`config.mk`:
```
export PLATFORM = sky130hd
export DESIGN_NAME = if_stage
export DESIGN_NICKNAME = d
export VERILOG_FILES = /design/src/rtl/if_stage.sv
export SDC_FILE = /design/constraint.sdc
export NUM_CORES = 1
export LEC_CHECK = 0
export BUFFER_PORTS_ARGS = -buffer_cell sky130_fd_sc_hd__clkbuf_2
export CAP_MARGIN = 10
export CORE_ASPECT_RATIO = 2
export CORE_MARGIN = 10
export CORE_UTILIZATION = 45
export DETAILED_ROUTE_END_ITERATION = 8
export PLACE_DENSITY = 0.71
export SYNTH_ARGS = -nofsm -noshare
export SYNTH_HDL_FRONTEND = slang
export SYNTH_SLANG_ARGS = --single-unit
```
`constraint.sdc`:
```
create_clock -name i_clk -period 6.1 [get_ports i_clk]
set_clock_uncertainty 0.2 [all_clocks]
set_input_delay 1.22 -clock i_clk [delete_from_list [all_inputs] [get_ports i_clk]]
set_output_delay 1.22 -clock i_clk [all_outputs]
set_load 0.02 [all_outputs]
```
`src/rtl/if_stage.sv`:
```
// if_stage: MIPS instruction fetch with req/ack memory handshake, skid buffer and IF/ID register
module if_stage #(
    parameter logic [31:0] PC_RESET = 32'h0000_0000
) (
    input  logic        i_clk,
    input  logic        i_rst,
    input  logic        i_pcwrite,
    input  logic        i_idIfwrite,
    input  logic        i_branch_taken,
    input  logic [31:0] i_branch_target,
    input  logic        i_jump,
    input  logic [31:0] i_jump_target,
    output logic        o_imem_req,
    output logic [31:0] o_imem_addr,
    input  logic        i_imem_ack,
    input  logic [31:0] i_imem_rdata,
    output logic [31:0] o_pc,
    output logic [31:0] o_ifId_instr,
    output logic [31:0] o_ifId_pcplus4,
    output logic        o_ifId_valid
);
    typedef enum logic [1:0] {FETCH, HOLD, DROP} state_t;

    state_t      state;
    logic [31:0] skid;
    logic        adv, redir, ack;
    logic [31:0] target, pc_next4;

    assign adv      = i_pcwrite & i_idIfwrite;
    assign redir    = i_branch_taken | i_jump;
    assign target   = i_branch_taken ? i_branch_target : i_jump_target;
    assign ack      = o_imem_req & i_imem_ack;
    assign pc_next4 = o_pc + 32'd4;

    // Fetch FSM: PC, fetch address, request, skid buffer and IF/ID register all advance here
    always_ff @(posedge i_clk) begin
        if (i_rst) begin
            state          <= FETCH;
            o_pc           <= PC_RESET;
            o_imem_addr    <= PC_RESET;
            o_imem_req     <= 1'b0;
            skid           <= '0;
            o_ifId_instr   <= '0;
            o_ifId_pcplus4 <= '0;
            o_ifId_valid   <= 1'b0;
        end else begin
            case (state)
                FETCH: begin
                    if (redir) begin
                        o_pc           <= target;
                        o_ifId_instr   <= '0;
                        o_ifId_pcplus4 <= '0;
                        o_ifId_valid   <= 1'b0;
                        // an unanswered request cannot be withdrawn, so wait it out in DROP
                        if (o_imem_req && !ack) begin
                            state <= DROP;
                        end else begin
                            o_imem_addr <= target;
                            o_imem_req  <= 1'b1;
                        end
                    end else if (!o_imem_req) begin
                        o_imem_req  <= 1'b1;
                        o_imem_addr <= o_pc;
                    end else if (ack && adv) begin
                        o_ifId_instr   <= i_imem_rdata;
                        o_ifId_pcplus4 <= pc_next4;
                        o_ifId_valid   <= 1'b1;
                        o_pc           <= pc_next4;
                        o_imem_addr    <= pc_next4;
                    end else if (ack) begin
                        skid       <= i_imem_rdata;
                        o_imem_req <= 1'b0;
                        state      <= HOLD;
                    end else if (adv) begin
                        o_ifId_instr   <= '0;
                        o_ifId_pcplus4 <= pc_next4;
                        o_ifId_valid   <= 1'b0;
                    end
                end
                HOLD: begin
                    if (redir) begin
                        o_pc           <= target;
                        o_imem_addr    <= target;
                        o_imem_req     <= 1'b1;
                        o_ifId_instr   <= '0;
                        o_ifId_pcplus4 <= '0;
                        o_ifId_valid   <= 1'b0;
                        state          <= FETCH;
                    end else if (adv) begin
                        o_ifId_instr   <= skid;
                        o_ifId_pcplus4 <= pc_next4;
                        o_ifId_valid   <= 1'b1;
                        o_pc           <= pc_next4;
                        o_imem_addr    <= pc_next4;
                        o_imem_req     <= 1'b1;
                        state          <= FETCH;
                    end
                end
                DROP: begin
                    o_pc <= redir ? target : o_pc;
                    if (ack) begin
                        o_imem_addr <= redir ? target : o_pc;
                        state       <= FETCH;
                    end
                end
                default: state <= FETCH;
            endcase
        end
    end
endmodule

```
## Word level (Yosys, flattened, before mapping)

Cells that the tools add are included.

- Bits in writable memories: 0
- Memories kept: 0
- Register bits after elaboration: 164
- ROM bits: 0
- Logic and storage cells: 92
- Output and inout port bits: 130
- Input port bits: 103
- Latch bits: 0

- Reductions and logical operators: 13
- Multiplexer cells: 52
- Div/mod/pow operators: 0
- Equality and inequality tests: 13
- Shift operators: 0
- Order comparisons: 0
- $add $sub $neg: 1
- $mul: 0
- Bitwise logic cells: 5

Operator list:

| cell | number |
|---|---|
| $mux 32 | 24 |
| $pmux 32 s3 | 2 |
| $pmux 32 s2 | 2 |
| $add 32x3->32 const B | 1 |
| $ne 3x3->1 const B | 7 |
| $mux 2 | 8 |
| $reduce_and 5->1 | 3 |
| $mux 1 | 13 |
| $ne 4x4->1 const B | 3 |
| $pmux 2 s3 | 1 |
| $reduce_and 3->1 | 2 |
| $reduce_and 6->1 | 1 |
| $pmux 1 s2 | 2 |
| $reduce_and 4->1 | 1 |
| $reduce_bool 3->1 | 1 |
| $and 1x1->1 | 2 |
| $eq 2x1->1 const B | 1 |
| $eq 2x2->1 const B | 1 |
| $logic_and 1x1->1 | 2 |
| $logic_not 2->1 | 1 |
| $ne 2x2->1 const B | 1 |
| $not 1->1 | 2 |
| $reduce_bool 2->1 | 1 |
| $logic_not 1->1 | 1 |
| $or 1x1->1 | 1 |

## Longest topological paths before layout

Gate-level depths: netlist of the first run.

- Depth in word-level cells: 7
- Gate-level depth with buffers: 10
- Gate-level depth less buffers: 8

## Worst setup path before layout of the first run

Ideal clock, no wire load.

- Path kind: in2reg
- From: input i_jump
- To: register o_imem_addr[27]
- Data required time: 5.765 ns
- Stages: 8
- Setup slack: 3.230 ns
- Buffers on the path: 3
- Setup time: 0.135 ns
- Arrival: 2.535 ns
- Cell sequence: buf_2 > nor2b_1 > buf_2 > buf_4 > a22oi_1 > a21oi_1 > a2111oi_0 > a311oi_1

- Cells in the longest elaborated chain, start to end: 4
- Elaborated cells between the ends (all ways): 10
- Those cells by class: eq/ne: 3; mux: 5; bitwise: 1; reduce/logical: 1

RTL lines:

| element | line | text |
|---|---|---|
| from (decl) | 11 | `input logic i_jump,` |
| $or 1x1->1 (*) | 30 | `assign redir = i_branch_taken \| i_jump;` |
| $mux 32 | 102 | `o_imem_addr <= redir ? target : o_pc;` |
| $mux 32 | 101 | `if (ack) begin` |
| $pmux 32 s3 | 47 | `case (state)` |
| to (signal assigned) | 58 | `o_imem_addr <= target;` |
| to (signal assigned) | 63 | `o_imem_addr <= o_pc;` |
| to (signal assigned) | 102 |  |
| to (decl) | 14 | `output logic [31:0] o_imem_addr,` |

Every way passes the cells marked *; elsewhere a longest branch is shown, timed or not. The select of a mux whose other input is x is not followed.
A chain may end at the register's enable or synchronous reset.

## Worst setup path in the final report of the first run

- From: input i_branch_taken
- To: register o_pc[8]

- Cells in the longest elaborated chain, start to end: 3
- Elaborated cells between the ends (all ways): 10
- Those cells by class: eq/ne: 3; mux: 5; bitwise: 1; reduce/logical: 1

RTL lines:

| element | line | text |
|---|---|---|
| from (decl) | 9 | `input logic i_branch_taken,` |
| $or 1x1->1 or $mux 32 (tied branches) | 30, 31 |  |
| $ne 3x3->1 (no line) (tied with other cells) | - |  |
| $reduce_and 4->1 (no line) or $pmux 32 s3 (tied branches) | - |  |
| to (signal assigned) | 50 | `o_pc <= target;` |
| to (signal assigned) | 68 | `o_pc <= pc_next4;` |
| to (signal assigned) | 82 | `o_pc <= target;` |
| to (decl) | 17 | `output logic [31:0] o_pc,` |

Several ways; a longest one is shown, not always the timed one.

==> run summary, run 1 <==
Placed design
- **final RePlAce weighted congestion** 0.9402
- **post-DP HPWL** 26400 um
- **pre-CTS worst setup slack** 1784 ps
- **count of buffers from port buffering** 232

Clock network
- **clock-pin slew reported for the worst setup and hold paths after clock tree synthesis** 70 ps
- **# H-tree levels** 4
- **Skew-Pair Late Insertion Delay** 440 ps
- **TritonCTS buffer count** 17
- **cts-stage hold buffer count** 0
- **CTS resizes** 0
- **cell at the root of the clock tree** sky130_fd_sc_hd__clkbuf_16
- **post-CTS setup buffers** 0
- **buffer depth of the longest clock path** 2
- **clock tree from TritonCTS** built
- **Clock Sink Count** 164

Cells and area
- **ratio of cells with drive above 1 in the final layout** 0.2199
- **layout overhead on the synthesized area** 18.08%
- **diode insertion count for antenna repair** 0
- **Net count, final** 1482
- **utilization after layout** 0.5383
- **Filler Cell Count** 2050

Routing
- **initial detailed-routing violation count** 1122
- **drc violations** 0
- **Via density** 6.265
- **total iterations of the first detailed-routing run** 5
- **wirelength, routed** 37000 um
- **Routed WL per cell** 22.38 um
- **antenna-violating nets left** 0
- **via total after detailed routing** 10360

Global route
- **total routing usage reported by global routing** 0.2669
- **total overflow reported by the global router** 0
- **via count of the first global-routing pass** 10270
- **pin count of the biggest net entering global routing** 60
- **initial antenna violation count** 0
- **wire length of the first global-routing pass** 57210 um

STA
- **Achievable Freq** 251.1 MHz
- **Tightest Pin Transition** 1098 ps
- **RSZ-0062 raised after global routing** false
- **post-route worst setup slack** 2117 ps
- **number of failing setup endpoints in the final timing report** 0
- **worst slew margin relative to its limit** 0.2665
- **final worst-path cycle share** 0.6530
- **post-layout minimum cycle time** 3983 ps
- **TNS Setup** 0 ps
- **count of final max-slew check failures** 0
- **final hold violations** 0

Setup path
- **Critical Path AT** 4080 ps
- **required time worst endpoint** 6200 ps
- **CP max stage delay** 750 ps
- **WS Path Type** primary input to flop
- **R2R Setup Slk** 2540 ps
- **standard cell with the maximum stage delay on the critical path** sky130_fd_sc_hd__clkbuf_2
- **worst reg-to-reg path cell count** 7
- **critical path endpoint category** flop
- **cell family with most CP delay** buffers and inverters
- **number of buffer and inverter stages on the critical path** 2
- **list of cells traversed by the critical path** clkbuf_2 -> nor2_4 -> buf_4 -> nand3_1 -> and2_1 -> o21ai_0 -> a22oi_1 -> nor2_1
- **terminus of the critical flop-to-flop path** o_imem_addr[24]$_SDFFE_PP0P_
- **top fanout value on the critical path** 54
- **Setup crit start kind** primary input
- **launch point of the worst reg-to-reg path** o_pc[2]$_SDFFE_PP0P_

Logic synthesis
- **synth warn** 0
- **number of instances in the synthesized netlist** 1231
- **synthesized netlist net count** 1339
- **top cells by area, synth** sky130_fd_sc_hd__dfxtp_1, sky130_fd_sc_hd__a21oi_1, sky130_fd_sc_hd__nand2_1
- **cell with the most instances after synthesis** sky130_fd_sc_hd__dfxtp_1
- **Yosys reg bits** 164
- **sequential share of the synthesized area** 0.3535
- **biggest area consumer among synthesized cells** sky130_fd_sc_hd__dfxtp_1
- **top post-synthesis cells by count** sky130_fd_sc_hd__dfxtp_1, sky130_fd_sc_hd__nand2_1, sky130_fd_sc_hd__a21oi_1
- **number of enable-type register cells in the synthesized netlist** 0
- **share of async-settable or async-resettable flops after synthesis** 0
- **Synth Area per Inst** 7.544 um2
- **number of unique standard cell types used by synthesis** 63
- **flip-flop cell with the highest count after synthesis** sky130_fd_sc_hd__dfxtp_1
- **post-synth top area share** 0.3535
- **area of the mapped netlist** 9286 um2

Floorplan
- **horizontal die dimension** 121.6 um
- **# rows** 74
- **core outline area** 20370 um2
- **number of top-level design ports** 233
- **Initial Utilization** 0.4559
- **die outline area** 27130 um2
- **Vert. Die Dim** 223.2 um

Hold path
- **worst hold path startpoint** skid[18]$_SDFFE_PP0P_
- **Worst Hold Path Cells** 2
- **Tightest Hold Check Type** flop to flop
- **worst hold path endpoint** skid[18]$_SDFFE_PP0P_

Pwr
- **Leakage** 4.380 nW
- **Power Total** 3.958 mW
- **power per cell area** 360.9 nW/um2
- **largest voltage drop on the vdd net** 0.0001786 V

Run status
- **result of the run** finished clean

Job
- **maxcap violations** 0

-- through the flow --
step	hold slack, ps	cell area [um2]	std cells
CTS	256.3	10950	1652
detailed placement	246.6	10380	1620
global placement	241.4	10380	1620
floorplan	236.4	9286	1231
finish	255.1	10970	1653
global route	272.4	10970	1653
-- cells by family after synthesis --
family	synth area share
and+or+nand+nor	0.2202
xor gates and xnor gates	0.04999
adders and majority gates	0.006737
buffers and inverters	0.06925
AOI/OAI and AO/OA	0.2895
muxes	0.01078
DFF	0.3535
-- power by group --
group          internal [mW]  switching [mW]  total [mW]
sequential              1.24           0.174        1.42
combinational          0.471            1.01        1.48
clock                  0.580           0.483        1.06
total                   2.29            1.66        3.96
-- area by class of cell --
| class | instances | area [um2] | area share |
|---|---|---|---|
| timing repair buffer | 252 | 1321 | 0.1205 |
| sequential | 164 | 3283 | 0.2994 |
| tap | 266 | 332.8 | 0.03035 |
| inverter | 15 | 56.30 | 0.005135 |
| clock inverter | 13 | 123.9 | 0.01130 |
| clock buffer | 19 | 442.9 | 0.04039 |
| multi-input combinational | 924 | 5405 | 0.4929 |
-- sequential cells by signal, summed over array words and instances, names as in the netlist --
signal          count
skid               32
o_pc               32
o_imem_req          1
state               2
o_ifId_instr       32
o_ifId_pcplus4     32
o_imem_addr        32
o_ifId_valid        1
-- tightest hold or removal path, delay by kind of cell, from the launching register on --
family	cells	cell delay, ps
compound gates	1	50
simple gates	1	50
flops	1	310
-- cells in the final DEF, fill, tap and decap left out, types with 13 or more instances in the layout --
| cell | count |
|---|---|
| sky130_fd_sc_hd__a211oi_1 | 21 |
| sky130_fd_sc_hd__a22o_1 | 17 |
| sky130_fd_sc_hd__nor3_1 | 53 |
| sky130_fd_sc_hd__xor2_1 | 16 |
| sky130_fd_sc_hd__o31ai_1 | 13 |
| sky130_fd_sc_hd__nand2_1 | 160 |
| sky130_fd_sc_hd__nand3_1 | 41 |
| sky130_fd_sc_hd__a22oi_1 | 18 |
| sky130_fd_sc_hd__dfxtp_1 | 164 |
| sky130_fd_sc_hd__o21ai_0 | 96 |
| sky130_fd_sc_hd__clkbuf_16 | 17 |
| sky130_fd_sc_hd__a21oi_1 | 135 |
| sky130_fd_sc_hd__inv_1 | 14 |
| sky130_fd_sc_hd__a221oi_1 | 37 |
| sky130_fd_sc_hd__clkbuf_2 | 231 |
| sky130_fd_sc_hd__xnor2_1 | 37 |
| sky130_fd_sc_hd__buf_4 | 20 |
| sky130_fd_sc_hd__nor2_1 | 109 |
| sky130_fd_sc_hd__nand4_1 | 23 |
-- routing by layer --
layer	up-vias	part of all wire	GRT usage
li1	4762	-	-
met1	4853	0.35	0.2818
met2	577	0.51	0.4545
met3	164	0.067	0.04908
met4	0	0.076	0.2018
met5	-	0	0
-- worst max path at each step --
| stage | start | end | cells past startpoint |
|---|---|---|---|
| final | i_branch_taken | o_pc[8]$_SDFFE_PP0P_ | 8 |
| after CTS | i_branch_taken | o_pc[2]$_SDFFE_PP0P_ | 8 |
| after global placement | i_branch_taken | o_pc[2]$_SDFFE_PP0P_ | 8 |
| after detailed placement | i_branch_taken | o_pc[2]$_SDFFE_PP0P_ | 8 |
| after floorplan | i_jump | o_imem_addr[27]$_SDFFE_PP0P_ | 8 |
| after global routing | i_branch_taken | o_pc[8]$_SDFFE_PP0P_ | 8 |
No activity file was read; power rests on OpenSTA's default activity.
==> inputs of run 2 (changes only) <==
==> constraint.sdc (replaced) <==
create_clock -name i_clk -period 4.1 [get_ports i_clk]
set_clock_uncertainty 0.2 [all_clocks]
set_input_delay 0.82 -clock i_clk [delete_from_list [all_inputs] [get_ports i_clk]]
set_output_delay 0.82 -clock i_clk [all_outputs]
set_load 0.02 [all_outputs]
==> run summary, run 2 (same netlist as run 1, synthesis figures left out) <==
STA
- **Tightest Pin Transition** 1234 ps, +136.0 ps
- **post-route worst setup slack** 988.9 ps, -1128 ps
- **final worst-path cycle share** 0.7588
- **worst slew margin relative to its limit** 0.1745, -0.09202
- **post-layout minimum cycle time** 3111 ps
- **TNS Setup** 0 ps, unchanged
- **count of final max-slew check failures** 0, unchanged
- **number of failing setup endpoints in the final timing report** 0, unchanged
- **Achievable Freq** 321.4 MHz
- **RSZ-0062 raised after global routing** false
- **final hold violations** 0, unchanged
- **worst slack on hold paths** 255.5 ps, +0.3980 ps

Clock network
- **TritonCTS buffer count** 17, unchanged
- **Skew-Pair Late Insertion Delay** 440 ps, about the same
- **post-CTS setup buffers** 0, unchanged
- **cts-stage hold buffer count** 0, unchanged
- **# H-tree levels** 4, unchanged
- **buffer depth of the longest clock path** 2, unchanged
- **CTS resizes** 0, unchanged
- **clock-pin slew reported for the worst setup and hold paths after clock tree synthesis** 70 ps, about the same
- **Clock Sink Count** 164, unchanged
- **cell at the root of the clock tree** sky130_fd_sc_hd__clkbuf_16
- **clock tree from TritonCTS** built

Routing
- **Via density** 6.218, -0.75%
- **antenna-violating nets left** 0, unchanged
- **initial detailed-routing violation count** 1166, +3.9%
- **drc violations** 0, unchanged
- **total iterations of the first detailed-routing run** 5, unchanged
- **wirelength, routed** 37020 um, about the same
- **via total after detailed routing** 10410, +0.51%
- **Routed WL per cell** 22.12 um, -1.2%

Setup path
- **required time worst endpoint** 4220 ps, -1980 ps
- **critical path endpoint category** flop
- **top fanout value on the critical path** 8, -85%
- **CP max stage delay** 500 ps, -250 ps
- **Critical Path AT** 3240 ps, -840 ps
- **list of cells traversed by the critical path** ha_1 -> nand3_1 -> nor3_2 -> buf_4 -> nand3_1 -> xor2_1 -> o221ai_1 -> a32o_1
- **WS Path Type** flop to flop
- **Setup crit start kind** flop
- **most frequent cell on the critical path** sky130_fd_sc_hd__nand3_1
- **standard cell with the maximum stage delay on the critical path** sky130_fd_sc_hd__dfxtp_1

Floorplan
- **horizontal die dimension** 121.6 um, unchanged
- **# rows** 74, unchanged
- **Vert. Die Dim** 223.2 um, unchanged
- **number of top-level design ports** 233, unchanged
- **Initial Utilization** 0.4559, unchanged
- **die outline area** 27130 um2, unchanged
- **core outline area** 20370 um2, unchanged

Pwr
- **Leakage** 4.489 nW, +2.5%
- **clock network fraction of total power** 0.268, about the same
- **largest voltage drop on the vdd net** 0.0002297 V, +29%
- **switching power as a share of total power** 0.4190, -0.001678
- **combinational share of power** 0.379, +0.005
- **Power Total** 5.940 mW, +50%
- **power per cell area** 533.6 nW/um2, +48%
- **cell-internal power** 3.452 mW, +51%
- **part of the total power dissipated in sequential elements** 0.353, -0.005
- **switching power** 2.489 mW, +49%

Cells and area
- **Net count, final** 1502, +1.3%
- **ratio of cells with drive above 1 in the final layout** 0.2317, +0.01180
- **area of the multi-input gates** 5405 um2, unchanged
- **Filler Cell Count** 2060, +0.49%
- **final cell count without fillers** 1674, +1.3%
- **area taken by flip-flops and latches** 3283 um2, unchanged
- **leading cell type in the layout, fill and taps excluded** sky130_fd_sc_hd__clkbuf_2
- **layout overhead on the synthesized area** 19.89%
- **most frequent cells in the layout** sky130_fd_sc_hd__clkbuf_2, sky130_fd_sc_hd__dfxtp_1, sky130_fd_sc_hd__nand2_1, sky130_fd_sc_hd__a21oi_1, sky130_fd_sc_hd__nor2_1

Job
- **maxcap violations** 0, unchanged

Global route
- **wire length of the first global-routing pass** 56640 um, -0.99%
- **total overflow reported by the global router** 0, unchanged
- **initial antenna violation count** 1, +1
- **via count of the first global-routing pass** 10320, +0.44%
- **total routing usage reported by global routing** 0.2644, -0.002517
- **pin count of the biggest net entering global routing** 78, +30%

Placed design
- **final RePlAce weighted congestion** 0.9894, +5.2%
- **count of buffers from port buffering** 232, unchanged
- **post-DP HPWL** 26970 um, +2.2%
- **Cell Count Post-Placement** 1641, +1.3%
- **pre-CTS worst setup slack** 902.3 ps, -882.1 ps

Run status
- **result of the run** finished clean

Hold path
- **Tightest Hold Check Type** flop to flop

-- run 2: worst max-delay path: cells and delay by family, from the launching register on --
family | cells | cell delay (ps)
xor+xnor | 1 | 300
simple gates | 3 | 890
buf+inv | 1 | 260
compound gates | 2 | 470
flops | 1 | 500
fa+ha+maj | 1 | 370
-- run 2: worst paths after layout --
check | endpoint | slack, ps | start | cells after the start
max | o_imem_addr[24]$_SDFFE_PP0P_ | 990 | o_pc[3]$_SDFFE_PP0P_ | 8
min | skid[15]$_SDFFE_PP0P_ | 260 | skid[15]$_SDFFE_PP0P_ | 2
max reg2reg | o_imem_addr[24]$_SDFFE_PP0P_ | 990 | o_pc[3]$_SDFFE_PP0P_ | 8
min reg2reg | skid[15]$_SDFFE_PP0P_ | 260 | skid[15]$_SDFFE_PP0P_ | 2
-- run 2: area by class of cell --
class,count,share of cell area
Antenna cell,1,0.0002248
Clock buffer,19,0.04068
Clock inverter,13,0.01113
Inverter,15,0.005057
Multi-Input combinational cell,924,0.4855
Sequential cell,164,0.2949
Tap cell,266,0.02989
Timing Repair Buffer,272,0.1326
-- run 2: layer usage --
metal	vias up	GRT usage	wire length [um]
met3	166	0.05312	2817
met5	-	0	0
met1	4864	0.2662	12460
li1	4814	-	-
met4	0	0.2114	2919
met2	565	0.4566	18830
-- run 2: power by group through the flow --
stage	clock network, mW	logic [mW]	registers, mW
6_report	1.59	2.25	2.10
5_1_grt	1.67	2.43	2.13
4_1_cts	1.61	2.22	2.09
3_5_place_dp	0	2.21	2.13
3_3_place_gp	0	2.19	2.12
2_1_floorplan	0	1.22	2.31
-- run 2: through the flow --
step	area (um2)	utilization
after detailed placement	10550	0.5181
after global routing	11130	0.5466
final	11130	0.5466
after CTS	11130	0.5464
after global placement	10550	0.5181
after floorplan	9286	-
==> inputs of run 3 (changes only) <==
--- a/config.mk
+++ b/config.mk
@@ -11,7 +11,7 @@
 export CORE_MARGIN = 10
 export CORE_UTILIZATION = 45
 export DETAILED_ROUTE_END_ITERATION = 8
-export PLACE_DENSITY = 0.71
+export PLACE_DENSITY = 0.74
 export SYNTH_ARGS = -nofsm -noshare
 export SYNTH_HDL_FRONTEND = slang
 export SYNTH_SLANG_ARGS = --single-unit
==> constraint.sdc (replaced) <==
create_clock -name i_clk -period 2.67 [get_ports i_clk]
set_clock_uncertainty 0.2 [all_clocks]
set_input_delay 0.534 -clock i_clk [delete_from_list [all_inputs] [get_ports i_clk]]
set_output_delay 0.534 -clock i_clk [all_outputs]
set_load 0.02 [all_outputs]
==> run summary, run 3 (same netlist as run 1, synthesis figures left out) <==
Clock network
- **Skew-Pair Late Insertion Delay** 450 ps, about the same
- **post-CTS setup buffers** 0, unchanged
- **clock-pin slew reported for the worst setup and hold paths after clock tree synthesis** 70 ps, about the same
- **cell at the root of the clock tree** sky130_fd_sc_hd__clkbuf_16
- **# H-tree levels** 4, unchanged
- **CTS resizes** 0, unchanged
- **buffer depth of the longest clock path** 2, unchanged
- **clock tree from TritonCTS** built
- **Clock Sink Count** 164, unchanged
- **cts-stage hold buffer count** 0, unchanged
- **TritonCTS buffer count** 17, unchanged

Global route
- **total routing usage reported by global routing** 0.2965, +0.03212
- **total overflow reported by the global router** 0, unchanged
- **via count of the first global-routing pass** 10950, +6.1%
- **pin count of the biggest net entering global routing** 104, +33%
- **initial antenna violation count** 0, -1
- **wire length of the first global-routing pass** 62360 um, +10%

STA
- **Tightest Pin Transition** 671.3 ps, -562.3 ps
- **TNS Setup** 0 ps, unchanged
- **final hold violations** 0, unchanged
- **worst slew margin relative to its limit** 0.5525, +0.3780
- **post-layout minimum cycle time** 2498 ps, -613.4 ps
- **Achievable Freq** 400.4 MHz, +25%
- **RSZ-0062 raised after global routing** false
- **count of final max-slew check failures** 0, unchanged
- **number of failing setup endpoints in the final timing report** 0, unchanged
- **final worst-path cycle share** 0.9355, +0.1767

Run status
- **result of the run** finished clean

Setup path
- **list of cells traversed by the critical path** ha_1 -> nand3_1 -> nor3_2 -> buf_12 -> nand3_1 -> xor2_1 -> o221ai_1 -> a32o_1
- **number of buffer and inverter stages on the critical path** 1, unchanged
- **Critical Path AT** 2640 ps, -600 ps
- **Setup crit start kind** flop
- **most frequent cell on the critical path** sky130_fd_sc_hd__nand3_1
- **cell family with most CP delay** simple AND/OR/NAND/NOR gates
- **CP max stage delay** 400 ps, -100 ps
- **top fanout value on the critical path** 11, +3
- **WS Path Type** flop to flop
- **required time worst endpoint** 2810 ps, -1410 ps
- **standard cell with the maximum stage delay on the critical path** sky130_fd_sc_hd__dfxtp_1
- **critical path endpoint category** flop

Routing
- **total iterations of the first detailed-routing run** 6, +1
- **Via density** 6.236, +0.29%
- **initial detailed-routing violation count** 891, -24%
- **wirelength, routed** 41230 um, +11%
- **via total after detailed routing** 11010, +5.8%
- **Routed WL per cell** 23.34 um, +5.6%
- **drc violations** 0, unchanged
- **antenna-violating nets left** 0, unchanged

Hold path
- **Tightest Hold Check Type** primary input to flop

Cells and area
- **most frequent cells in the layout** sky130_fd_sc_hd__clkbuf_2, sky130_fd_sc_hd__dfxtp_1, sky130_fd_sc_hd__nand2_1, sky130_fd_sc_hd__a21oi_1, sky130_fd_sc_hd__buf_4
- **Filler Cell Count** 1964, -4.7%
- **layout overhead on the synthesized area** 29.45%
- **diode insertion count for antenna repair** 0, -1
- **utilization after layout** 0.5902, +0.04361
- **Net count, final** 1595, +6.2%
- **leading cell type in the layout, fill and taps excluded** sky130_fd_sc_hd__clkbuf_2
- **ratio of cells with drive above 1 in the final layout** 0.2800, +0.04830
- **area taken by flip-flops and latches** 3283 um2, unchanged
- **area of the multi-input gates** 5410 um2, about the same

Floorplan
- **core outline area** 20370 um2, unchanged
- **# rows** 74, unchanged
- **number of top-level design ports** 233, unchanged
- **horizontal die dimension** 121.6 um, unchanged
- **die outline area** 27130 um2, unchanged
- **Vert. Die Dim** 223.2 um, unchanged
- **Initial Utilization** 0.4559, unchanged

Pwr
- **Leakage** 5.008 nW, +12%
- **largest voltage drop on the vdd net** 0.0005181 V, +130%
- **power per cell area** 799.5 nW/um2, +50%

Placed design
- **final RePlAce weighted congestion** 0.9867, -0.27%
- **post-DP HPWL** 30840 um, +14%
- **count of buffers from port buffering** 232, unchanged

Job
- **maxcap violations** 0, unchanged

## run 3: where the power goes
| part | internal, mW | total (mW) | switching, mW |
|---|---|---|---|
| combinational | 1.51 | 4.11 | 2.61 |
| sequential | 2.84 | 3.14 | 0.299 |
| clock | 1.25 | 2.36 | 1.11 |
## run 3: per-layer routing
metal / track usage / up-vias / part of all wire
li1: - / 4988 / -
met1: 0.2920 / 5229 / 0.33
met2: 0.4999 / 610 / 0.50
met3: 0.07058 / 186 / 0.075
met4: 0.2636 / 0 / 0.096
met5: 0 / - / 0
## run 3: stage by stage
stage,power [mW],setup WS (ps),cell area (um2),hold slack (ps),cells
2_1_floorplan,5.417,239.5,9286,236.4,1231
3_3_place_gp,7.191,80.83,11460,241.1,1734
3_5_place_dp,7.230,34.94,11460,245.5,1734
4_1_cts,9.572,141.7,12020,110.1,1766
5_1_grt,10.05,19.28,12020,132.1,1766
6_report,9.611,172.3,12020,119.0,1766
## run 3: worst paths after layout
path	start	end	slack (ps)	depth (start not counted)
hold reg to reg	o_imem_addr[0]$_SDFFE_PP0P_	o_imem_addr[0]$_SDFFE_PP0P_	250	2
setup / recovery	o_pc[2]$_SDFFE_PP0P_	o_imem_addr[24]$_SDFFE_PP0P_	170	8
hold / removal	i_imem_rdata[8]	skid[8]$_SDFFE_PP0P_	120	3
setup reg to reg	o_pc[2]$_SDFFE_PP0P_	o_imem_addr[24]$_SDFFE_PP0P_	170	8
## run 3: tightest hold or removal path, cell delays in order
cell and delay, ps:
sky130_fd_sc_hd__clkbuf_2 90, sky130_fd_sc_hd__nand2_1 50, sky130_fd_sc_hd__a21oi_1 50
## run 3: area by class of cell
cell class	count	share of cell area
well taps	266	0.02769
flip-flops and latches	164	0.2731
multi-input cells	924	0.4500
clock inverters	12	0.007910
inverters	15	0.004684
repair buffers	365	0.1986
clock buffers	20	0.03799
